$ cat src/rtl/timer_irq.sv
// Memory-mapped down-counting timer with prescaler, optional auto-reload and a
// sticky pending flag that drives a level interrupt when enabled.
module timer_irq #(
  parameter int DATA_WIDTH     = 32,
  parameter int ADDR_WIDTH     = 8,
  parameter int PRESCALE_WIDTH = 16
) (
  input  logic                  clk,
  input  logic                  rst,
  input  logic [ADDR_WIDTH-1:0] addr_i,
  input  logic                  we_i,
  input  logic                  rd_i,
  input  logic [DATA_WIDTH-1:0] data_i,
  output logic [DATA_WIDTH-1:0] data_o,
  output logic                  irq_o
);

  typedef enum logic {S_IDLE, S_RUN} state_t;

  state_t                    r_state;
  state_t                    w_state_nxt;
  logic                      r_en;
  logic                      r_auto;
  logic                      r_ie;
  logic                      r_pend;
  logic [DATA_WIDTH-1:0]     r_load;
  logic [DATA_WIDTH-1:0]     r_count;
  logic [DATA_WIDTH-1:0]     r_data;
  logic [PRESCALE_WIDTH-1:0] r_presc;
  logic [PRESCALE_WIDTH-1:0] r_pcnt;

  logic [2:0]                w_sel;
  logic                      w_wr_ctrl;
  logic                      w_wr_load;
  logic                      w_wr_count;
  logic                      w_wr_status;
  logic                      w_wr_presc;
  logic                      w_tick;
  logic                      w_expire;
  logic                      w_en_nxt;
  logic [DATA_WIDTH-1:0]     w_count_nxt;
  logic [DATA_WIDTH-1:0]     w_rdata;
  logic                      w_unused_addr;

  assign w_sel         = addr_i[4:2];
  assign w_unused_addr = ^{addr_i[ADDR_WIDTH-1:5], addr_i[1:0]};
  assign w_wr_ctrl     = we_i && (w_sel == 3'd0);
  assign w_wr_load     = we_i && (w_sel == 3'd1);
  assign w_wr_count    = we_i && (w_sel == 3'd2);
  assign w_wr_status   = we_i && (w_sel == 3'd3);
  assign w_wr_presc    = we_i && (w_sel == 3'd4);
  assign w_tick        = r_en && (r_pcnt == r_presc);

  always_ff @(posedge clk) begin
    if (rst) begin
      r_state <= S_IDLE;
    end else begin
      r_state <= w_state_nxt;
    end
  end

  // Software writes to COUNT and CTRL.EN override whatever the counter decided this cycle.
  always_comb begin
    w_en_nxt    = r_en;
    w_count_nxt = r_count;
    w_expire    = 1'b0;
    case (r_state)
      S_RUN: begin
        if (w_tick) begin
          if (r_count != '0) begin
            w_count_nxt = r_count - DATA_WIDTH'(1);
          end else begin
            w_expire = 1'b1;
            if (r_auto) begin
              w_count_nxt = r_load;
            end else begin
              w_en_nxt = 1'b0;
            end
          end
        end
      end
      default: begin
      end
    endcase
    if (w_wr_count) begin
      w_count_nxt = data_i;
    end
    if (w_wr_ctrl) begin
      w_en_nxt = data_i[0];
    end
    w_state_nxt = w_en_nxt ? S_RUN : S_IDLE;
  end

  always_comb begin
    w_rdata = '0;
    case (w_sel)
      3'd0:    w_rdata = {{(DATA_WIDTH-3){1'b0}}, r_ie, r_auto, r_en};
      3'd1:    w_rdata = r_load;
      3'd2:    w_rdata = r_count;
      3'd3:    w_rdata = {{(DATA_WIDTH-1){1'b0}}, r_pend};
      3'd4:    w_rdata = {{(DATA_WIDTH-PRESCALE_WIDTH){1'b0}}, r_presc};
      default: w_rdata = '0;
    endcase
  end

  // Hardware expiry beats a same-cycle software clear of PEND.
  always_ff @(posedge clk) begin
    if (rst) begin
      r_en    <= 1'b0;
      r_auto  <= 1'b0;
      r_ie    <= 1'b0;
      r_pend  <= 1'b0;
      r_load  <= '0;
      r_count <= '0;
      r_presc <= '0;
      r_pcnt  <= '0;
      r_data  <= '0;
    end else begin
      r_en    <= w_en_nxt;
      r_count <= w_count_nxt;
      r_pend  <= w_expire | (r_pend & ~(w_wr_status & data_i[0]));
      if (w_wr_ctrl) begin
        r_auto <= data_i[1];
        r_ie   <= data_i[2];
      end
      if (w_wr_load) begin
        r_load <= data_i;
      end
      if (w_wr_presc) begin
        r_presc <= data_i[PRESCALE_WIDTH-1:0];
      end
      if (!r_en || w_tick) begin
        r_pcnt <= '0;
      end else begin
        r_pcnt <= r_pcnt + PRESCALE_WIDTH'(1);
      end
      if (rd_i) begin
        r_data <= w_rdata;
      end
    end
  end

  assign data_o = r_data;
  assign irq_o  = r_pend & r_ie;

endmodule

$ cat config.mk
export PLATFORM = sky130hd
export DESIGN_NAME = timer_irq
export DESIGN_NICKNAME = d
export VERILOG_FILES = /design/src/rtl/timer_irq.sv
export SDC_FILE = /design/constraint.sdc
export NUM_CORES = 1
export LEC_CHECK = 0
export CORE_ASPECT_RATIO = 0.5
export CORE_MARGIN = 5
export CORE_UTILIZATION = 57
export CTS_BUF_LIST = sky130_fd_sc_hd__clkbuf_4 sky130_fd_sc_hd__clkbuf_8 sky130_fd_sc_hd__clkbuf_16
export CTS_CLUSTER_DIAMETER = 80
export DETAILED_ROUTE_END_ITERATION = 12
export PLACE_DENSITY = 0.81
export SLEW_MARGIN = 0
export SYNTH_ARGS = -nofsm -noshare
export SYNTH_HDL_FRONTEND = slang
export SYNTH_SLANG_ARGS = --single-unit
$ cat constraint.sdc
create_clock -name clk -period 3.18 [get_ports clk]
set_input_delay 0.477 -clock clk [delete_from_list [all_inputs] [get_ports clk]]
set_output_delay 0.477 -clock clk [all_outputs]
set_load 0.03 [all_outputs]
==> results of run 1 <==
-- worst max-delay path by stage --
| stage | from | endpoint | slack (ns) | cells past startpoint |
|---|---|---|---|---|
| after floorplan | r_count[0]$_SDFFE_PP0P_ | r_count[30]$_SDFFE_PP0P_ | 0.87 | 10 |
| after global placement | addr_i[2] | r_count[8]$_SDFFE_PP0P_ | 0.31 | 6 |
| after detailed placement | addr_i[2] | r_count[7]$_SDFFE_PP0P_ | 0.25 | 6 |
| after CTS | r_count[0]$_SDFFE_PP0P_ | r_count[0]$_SDFFE_PP0P_ | 0.31 | 9 |
| after global routing | r_count[0]$_SDFFE_PP0P_ | r_count[0]$_SDFFE_PP0P_ | 0.08 | 9 |
| final | r_count[0]$_SDFFE_PP0P_ | r_count[0]$_SDFFE_PP0P_ | 0.24 | 9 |
-- cells by family after synthesis --
group                    count (synthesis)
AND/OR/NAND/NOR                        408
AO/OA/AOI/OAI                          227
flip-flops                             132
buffers and inverters                   81
XOR/XNOR                                34
multiplexers                            11
adder cells (fa/ha/maj)                  3
-- power breakdown --
part | leakage, uW | internal [uW] | total [uW] | switching, uW
sequential | 0.00107 | 1690 | 1730 | 45.4
clock | 0.000283 | 1210 | 2020 | 810
combinational | 0.00154 | 306 | 802 | 496
-- metrics by stage --
stage                     hold slack (ns)  area (um^2)
after floorplan                    0.4444         6875
final                              0.4700         8323
after CTS                          0.4721         8323
after global routing               0.4913         8323
after detailed placement           0.4638         7722
after global placement             0.4538         7722
-- metal layers --
| metal | GRT usage | vias up |
|---|---|---|
| met5 | 0 | - |
| met4 | 0.09057 | 0 |
| met3 | 0.04984 | 46 |
| met2 | 0.4530 | 355 |
| met1 | 0.4215 | 3206 |
| li1 | - | 3261 |
-- final cells by class --
type                            instances  area [um^2]  share of cell area
Clock buffer                           19        452.9             0.05442
Clock inverter                         13        147.6             0.01774
Inverter                               11        41.29            0.004961
Multi-Input combinational cell        683         3906              0.4693
Sequential cell                       132         2643              0.3175
Tap cell                              165        206.4             0.02480
Timing Repair Buffer                  100        925.9              0.1112
-- Yosys cell counts (all sizes together), types with 3 or more instances --
cell type / instances / area (um^2)
nand3: 14 / 70.07
a31oi: 5 / 31.28
and3: 7 / 43.79
xor2: 9 / 78.83
inv: 11 / 41.29
xnor2: 25 / 219.0
a2bb2oi: 4 / 35.03
a22oi: 15 / 112.6
dfxtp: 132 / 2643
o31a: 3 / 26.28
o211ai: 21 / 171.4
a311oi: 6 / 77.58
and4: 4 / 35.03
a22o: 16 / 140.1
nand4: 15 / 100.1
and2: 8 / 50.05
mux2i: 8 / 80.08
clkbuf: 62 / 232.7
o22ai: 3 / 18.77
buf: 8 / 62.55
or4: 4 / 30.03
nor3b: 4 / 30.03
nor4: 20 / 167.7
o21ai: 29 / 145.1
a211oi: 10 / 75.07
nor2b: 35 / 219.0
mux2: 3 / 33.78
or3: 10 / 62.56
nor2: 99 / 371.6
ha: 3 / 37.54
a21oi: 95 / 475.5
nand2: 159 / 606.8
nor3: 24 / 125.1
o31ai: 4 / 30.03
-- tightest hold or removal path, delay by kind of cell, from the launching register on --
family	cells	cell delay, ns
DFF	1	0.32
AOI/OAI and AO/OA	1	0.05
and+or+nand+nor	1	0.05
-- sequential cells by signal (all words and copies together), names as in the netlist --
name / flops
r_state: 1
r_count: 32
r_pend: 1
data_o: 32
r_auto: 1
r_presc: 16
r_pcnt: 16
r_load: 32
r_ie: 1
==> flow_summary.yaml, run 1 <==
status:
  status: "completed"
clocking:
  ctsHoldBuffers: 0
  cts_root_buffer: "clkbuf_16"
  clk_path_buf_depth: 2
  h-tree-depth: 4
  cts_tree: "done"
  clock_latency_ns: 0.43
  cts_resized: 0
  post_cts_buffers: 0
  clk_pin_slew_worst_paths_ns: 0.06
  cts_made_buffers: 17
  cts.sinks: 132
timing:
  worst_slack_ns: 0.2352
  relSlewSlack: 0.3396
  finalSetupViolations: 0
  finClkSkew_ns: 0.01319
  hold_viol: 0
  timing.fmax_mhz: 339.6
  rsz0062_at_grt: "no"
  slew_violations: 0
  max_slew.worst_pin.slew_ns: 0.9869
  post-route-period-util: 0.9260
  fin_tns_setup_ns: 0
  min_period_ns: 2.945
floorplanning:
  die_area_mm2: 0.01449
  pin_count: 77
  die_y_um: 87.66
  coreArea_mm2: 0.01181
  num_rows: 28
  die_width_um: 165.3
  initial_utilization: 0.5823
worst_setup_path:
  rrSetupSlack_ns: 0.24
  crit_path_end_kind: "flop"
  arrival_ns: 3.27
  critical_path_class: "reg -> reg"
  cp-start-kind: "flop"
  critPathBufInv: 2
  crit_family: "simple AND/OR/NAND/NOR gates"
  slowest_delay_ns: 0.53
  worst_path_max_delay_cell: "or3_1"
  r2r_end: "r_count[0]$_SDFFE_PP0P_"
  crit-reg2reg-launch: "r_count[0]$_SDFFE_PP0P_"
  crit_chain: "inv_1, ha_1, nor3b_1, nand4_1, or3_1, o211ai_4, buf_4, a21boi_0, a311oi_1"
  ff2ff_path_depth: 9
  worst_ep_required_time_ns: 3.51
  crit_fanout: 11
yosys:
  synth_cell_types: 58
  async_flop_share: 0
  synth-compound-area-share: 0.2177
  synth_cells: 896
  synth_fa_ha_area_frac: 0.005460
  syn-mean-instance-area_um2: 7.673
  syn_nets: 943
  yosys.area_share.simple: 0.2837
  synth_mux_area_frac: 0.01656
  synth-seq-cells: 132
  synthFlopType: "dfxtp_1"
  synth_edf_count: 0
  synth_warnings: 0
  synthXorXnorAreaFrac: 0.04331
  syn_area_mm2: 0.006875
  ys_seq_area_frac: 0.3843
  synth_top_family_by_area: "simple AND/OR/NAND/NOR gates"
placement:
  port_buffers: 71
  dp_hpwl_mm: 13.93
  gp_congestion: 0.9296
  post-place-ws_ns: 0.2518
  dp.cells: 1091
final_layout:
  area_growth_pct: 21.06
  fin_nets: 992
  stdcell_count: 1123
  fin_util: 0.7050
  final_cell_mix: "nand2_1 (155), dfxtp_1 (132), nor2_1 (99)"
  final_common_cell: "nand2_1"
  layout-drive-gt1-share: 0.08977
  n_antenna_cell: 0
  fillers: 951
global_routing:
  grt_pass1_wl_mm: 33.60
  grt_pass1_vias: 6387
  grt_overflow_total: 0
  track_usage: 0.2928
  antenna_found_initial: 0
  grt_max_degree: 55
drt:
  num_vias: 6868
  drt-met1-wl_mm: 9.298
  viasPerCell: 6.116
  drt_pass1_iterations: 5
  wirelength_mm: 20.65
  ant_nets: 0
  dr.first_iter.drc_count: 1101
  met2_length_mm: 8.998
  top_layer: "met4"
  wl_met3_mm: 2.009
  drcViolationCount: 0
  avgRoutedWirePerCell_um: 18.39
power:
  ir_drop_uv: 250.6
  p_leak_uw: 0.002894
  total_power_uw: 4550
  power.density_mw_per_mm2: 546.7
min_path:
  worstHoldStart: "r_load[17]$_SDFFE_PP0P_"
  min_path_type: "reg -> reg"
  hold_path_depth: 2
  worst_hold_path.endpoint: "r_load[17]$_SDFFE_PP0P_"
run:
  cap_violations: 0
(Power assumes the default switching activity.)
==> run 2: changes to the inputs <==
--- a/config.mk
+++ b/config.mk
@@ -7,11 +7,12 @@
 export LEC_CHECK = 0
 export CORE_ASPECT_RATIO = 0.5
 export CORE_MARGIN = 5
-export CORE_UTILIZATION = 57
+export CORE_UTILIZATION = 64
 export CTS_BUF_LIST = sky130_fd_sc_hd__clkbuf_4 sky130_fd_sc_hd__clkbuf_8 sky130_fd_sc_hd__clkbuf_16
 export CTS_CLUSTER_DIAMETER = 80
 export DETAILED_ROUTE_END_ITERATION = 12
-export PLACE_DENSITY = 0.81
+export DONT_BUFFER_PORTS = 1
+export PLACE_DENSITY = 0.8
 export SLEW_MARGIN = 0
 export SYNTH_ARGS = -nofsm -noshare
 export SYNTH_HDL_FRONTEND = slang
==> run 2 against run 1 <==
Net effect: routed wire length decreased by 2.9%; sequential cell count unchanged; clock power increased by 3%; sequential power about the same; final area decreased by 9.3%; largest cell class unchanged; highest routed layer unchanged.
==> flow_summary.yaml, run 2 (same netlist as run 1, synthesis figures left out) <==
status:
  status: "completed"
clocking:
  clk_pin_slew_worst_paths_ns: 0.06
  cts_made_buffers: 17
  cts_tree: "done"
  ctsHoldBuffers: 0
  cts_resized: 0
  cts.sinks: 132
  h-tree-depth: 4
  post_cts_buffers: 0
  cts_root_buffer: "clkbuf_16"
  clk_path_buf_depth: 2
  clock_latency_ns: 0.43
power:
  internal_power_uw: 3224
  p_switching_uw: 1286
  seqPwrFrac: 0.385
  p_leak_uw: 0.002613
  power.density_mw_per_mm2: 597.1
  p_comb_frac: 0.151
  ir_drop_uv: 402.6
  p_sw_frac: 0.2851
  clkPwrFrac: 0.464
floorplanning:
  die_y_um: 83.29
  die_width_um: 156.6
  die_area_mm2: 0.01304
  coreArea_mm2: 0.01034
  num_rows: 26
  initial_utilization: 0.6646
  pin_count: 77
placement:
  dp_hpwl_mm: 13.20
  gp_congestion: 0.9381
  port_buffers: 0
  place_area_mm2: 0.006928
final_layout:
  multi_input_area_mm2: 0.003906
  fin_nets: 912
  area_growth_pct: 9.845
  n_antenna_cell: 0
  final_common_cell: "nand2_1"
  layout-drive-gt1-share: 0.08656
  regArea_mm2: 0.002643
  fillers: 841
  design_area_mm2: 0.007552
  final_cell_mix: "nand2_1 (155), dfxtp_1 (132), nor2_1 (99)"
drt:
  drt_pass1_iterations: 6
  avgRoutedWirePerCell_um: 19.70
  wirelength_mm: 20.05
  viasPerCell: 6.491
  ant_nets: 0
  num_vias: 6608
  drcViolationCount: 0
  dr.first_iter.drc_count: 864
global_routing:
  antenna_found_initial: 0
  grt_pass1_vias: 6129
  track_usage: 0.3072
  grt_max_degree: 107
  grt_pass1_wl_mm: 32.44
  grt_overflow_total: 0
worst_setup_path:
  r2r_end: "r_count[18]$_SDFFE_PP0P_"
  ff2ff_path_depth: 6
  cp-start-kind: "flop"
  crit-reg2reg-launch: "r_count[17]$_SDFFE_PP0P_"
  arrival_ns: 3.04
  crit_path_end_kind: "flop"
  crit_fanout: 25
  worst_ep_required_time_ns: 3.48
  critical_path_class: "reg -> reg"
  rrSetupSlack_ns: 0.43
  worstSetupStartpoint: "r_count[17]$_SDFFE_PP0P_"
timing:
  rsz0062_at_grt: "no"
  min_period_ns: 2.746
  timing.fmax_mhz: 364.2
  hold_viol: 0
  fin_tns_setup_ns: 0
  finalSetupViolations: 0
  finClkSkew_ns: 0.008623
  max_slew.worst_pin.slew_ns: 0.6138
  post-route-period-util: 0.8634
  relSlewSlack: 0.5870
  hold_ws_ns: 0.1153
  slew_violations: 0
min_path:
  worst_hold_path.endpoint: "r_load[1]$_SDFFE_PP0P_"
  min_path_type: "in -> reg"
  hold_path_depth: 1
  worstHoldStart: "rst"
run:
  cap_violations: 0
## run 2: final cells by class
cell class	instances	area share
multi-input cells	683	0.5172
flip-flops and latches	132	0.3499
clock buffers	19	0.05997
well taps	140	0.02319
clock inverters	13	0.02270
repair buffers	20	0.02154
inverters	11	0.005467
## run 2: power by group through the flow
stage          sequential, uW  clock, uW  combinational (uW)
4_1_cts                  1740       2090                 661
6_report                 1740       2090                 679
2_1_floorplan            1750          0                 534
5_1_grt                  1740       2180                 736
3_3_place_gp             1770          0                 641
3_5_place_dp             1770          0                 652
## run 2: layer usage
layer / GRT usage / up-vias / routed length [um]
met5: 0 / - / 0
met4: 0.08583 / 0 / 441
met3: 0.09657 / 48 / 2410
met2: 0.4378 / 393 / 8363
met1: 0.4441 / 3071 / 8835
li1: - / 3096 / -
## run 2: through the flow
stage	utilization	total power [uW]	setup slack, ns	std cells
4_1_cts	0.7300	4489	0.4935	1018
3_5_place_dp	0.6697	2424	0.5147	986
6_report	0.7300	4510	0.4343	1018
2_1_floorplan	-	2289	0.8671	896
5_1_grt	0.7300	4655	0.2443	1018
3_3_place_gp	0.6697	2412	0.5495	986
## run 2: how the worst max path moves through the flow
| stage | to | slack [ns] | cells past startpoint |
|---|---|---|---|
| after floorplan | r_count[30]$_SDFFE_PP0P_ | 0.87 | 10 |
| after CTS | r_count[18]$_SDFFE_PP0P_ | 0.49 | 8 |
| after global placement | r_count[18]$_SDFFE_PP0P_ | 0.55 | 6 |
| after detailed placement | r_count[11]$_SDFFE_PP0P_ | 0.51 | 8 |
| final | r_count[18]$_SDFFE_PP0P_ | 0.43 | 6 |
| after global routing | r_count[18]$_SDFFE_PP0P_ | 0.24 | 8 |
## run 2: worst max-delay path, cell delays in order, from the launching register on
cell      delay, ns
dfxtp_1        0.39
nor4_2         0.45
nand4_2        0.27
or3_1          0.60
o211a_4        0.42
nand2_1        0.32
o211ai_1       0.14
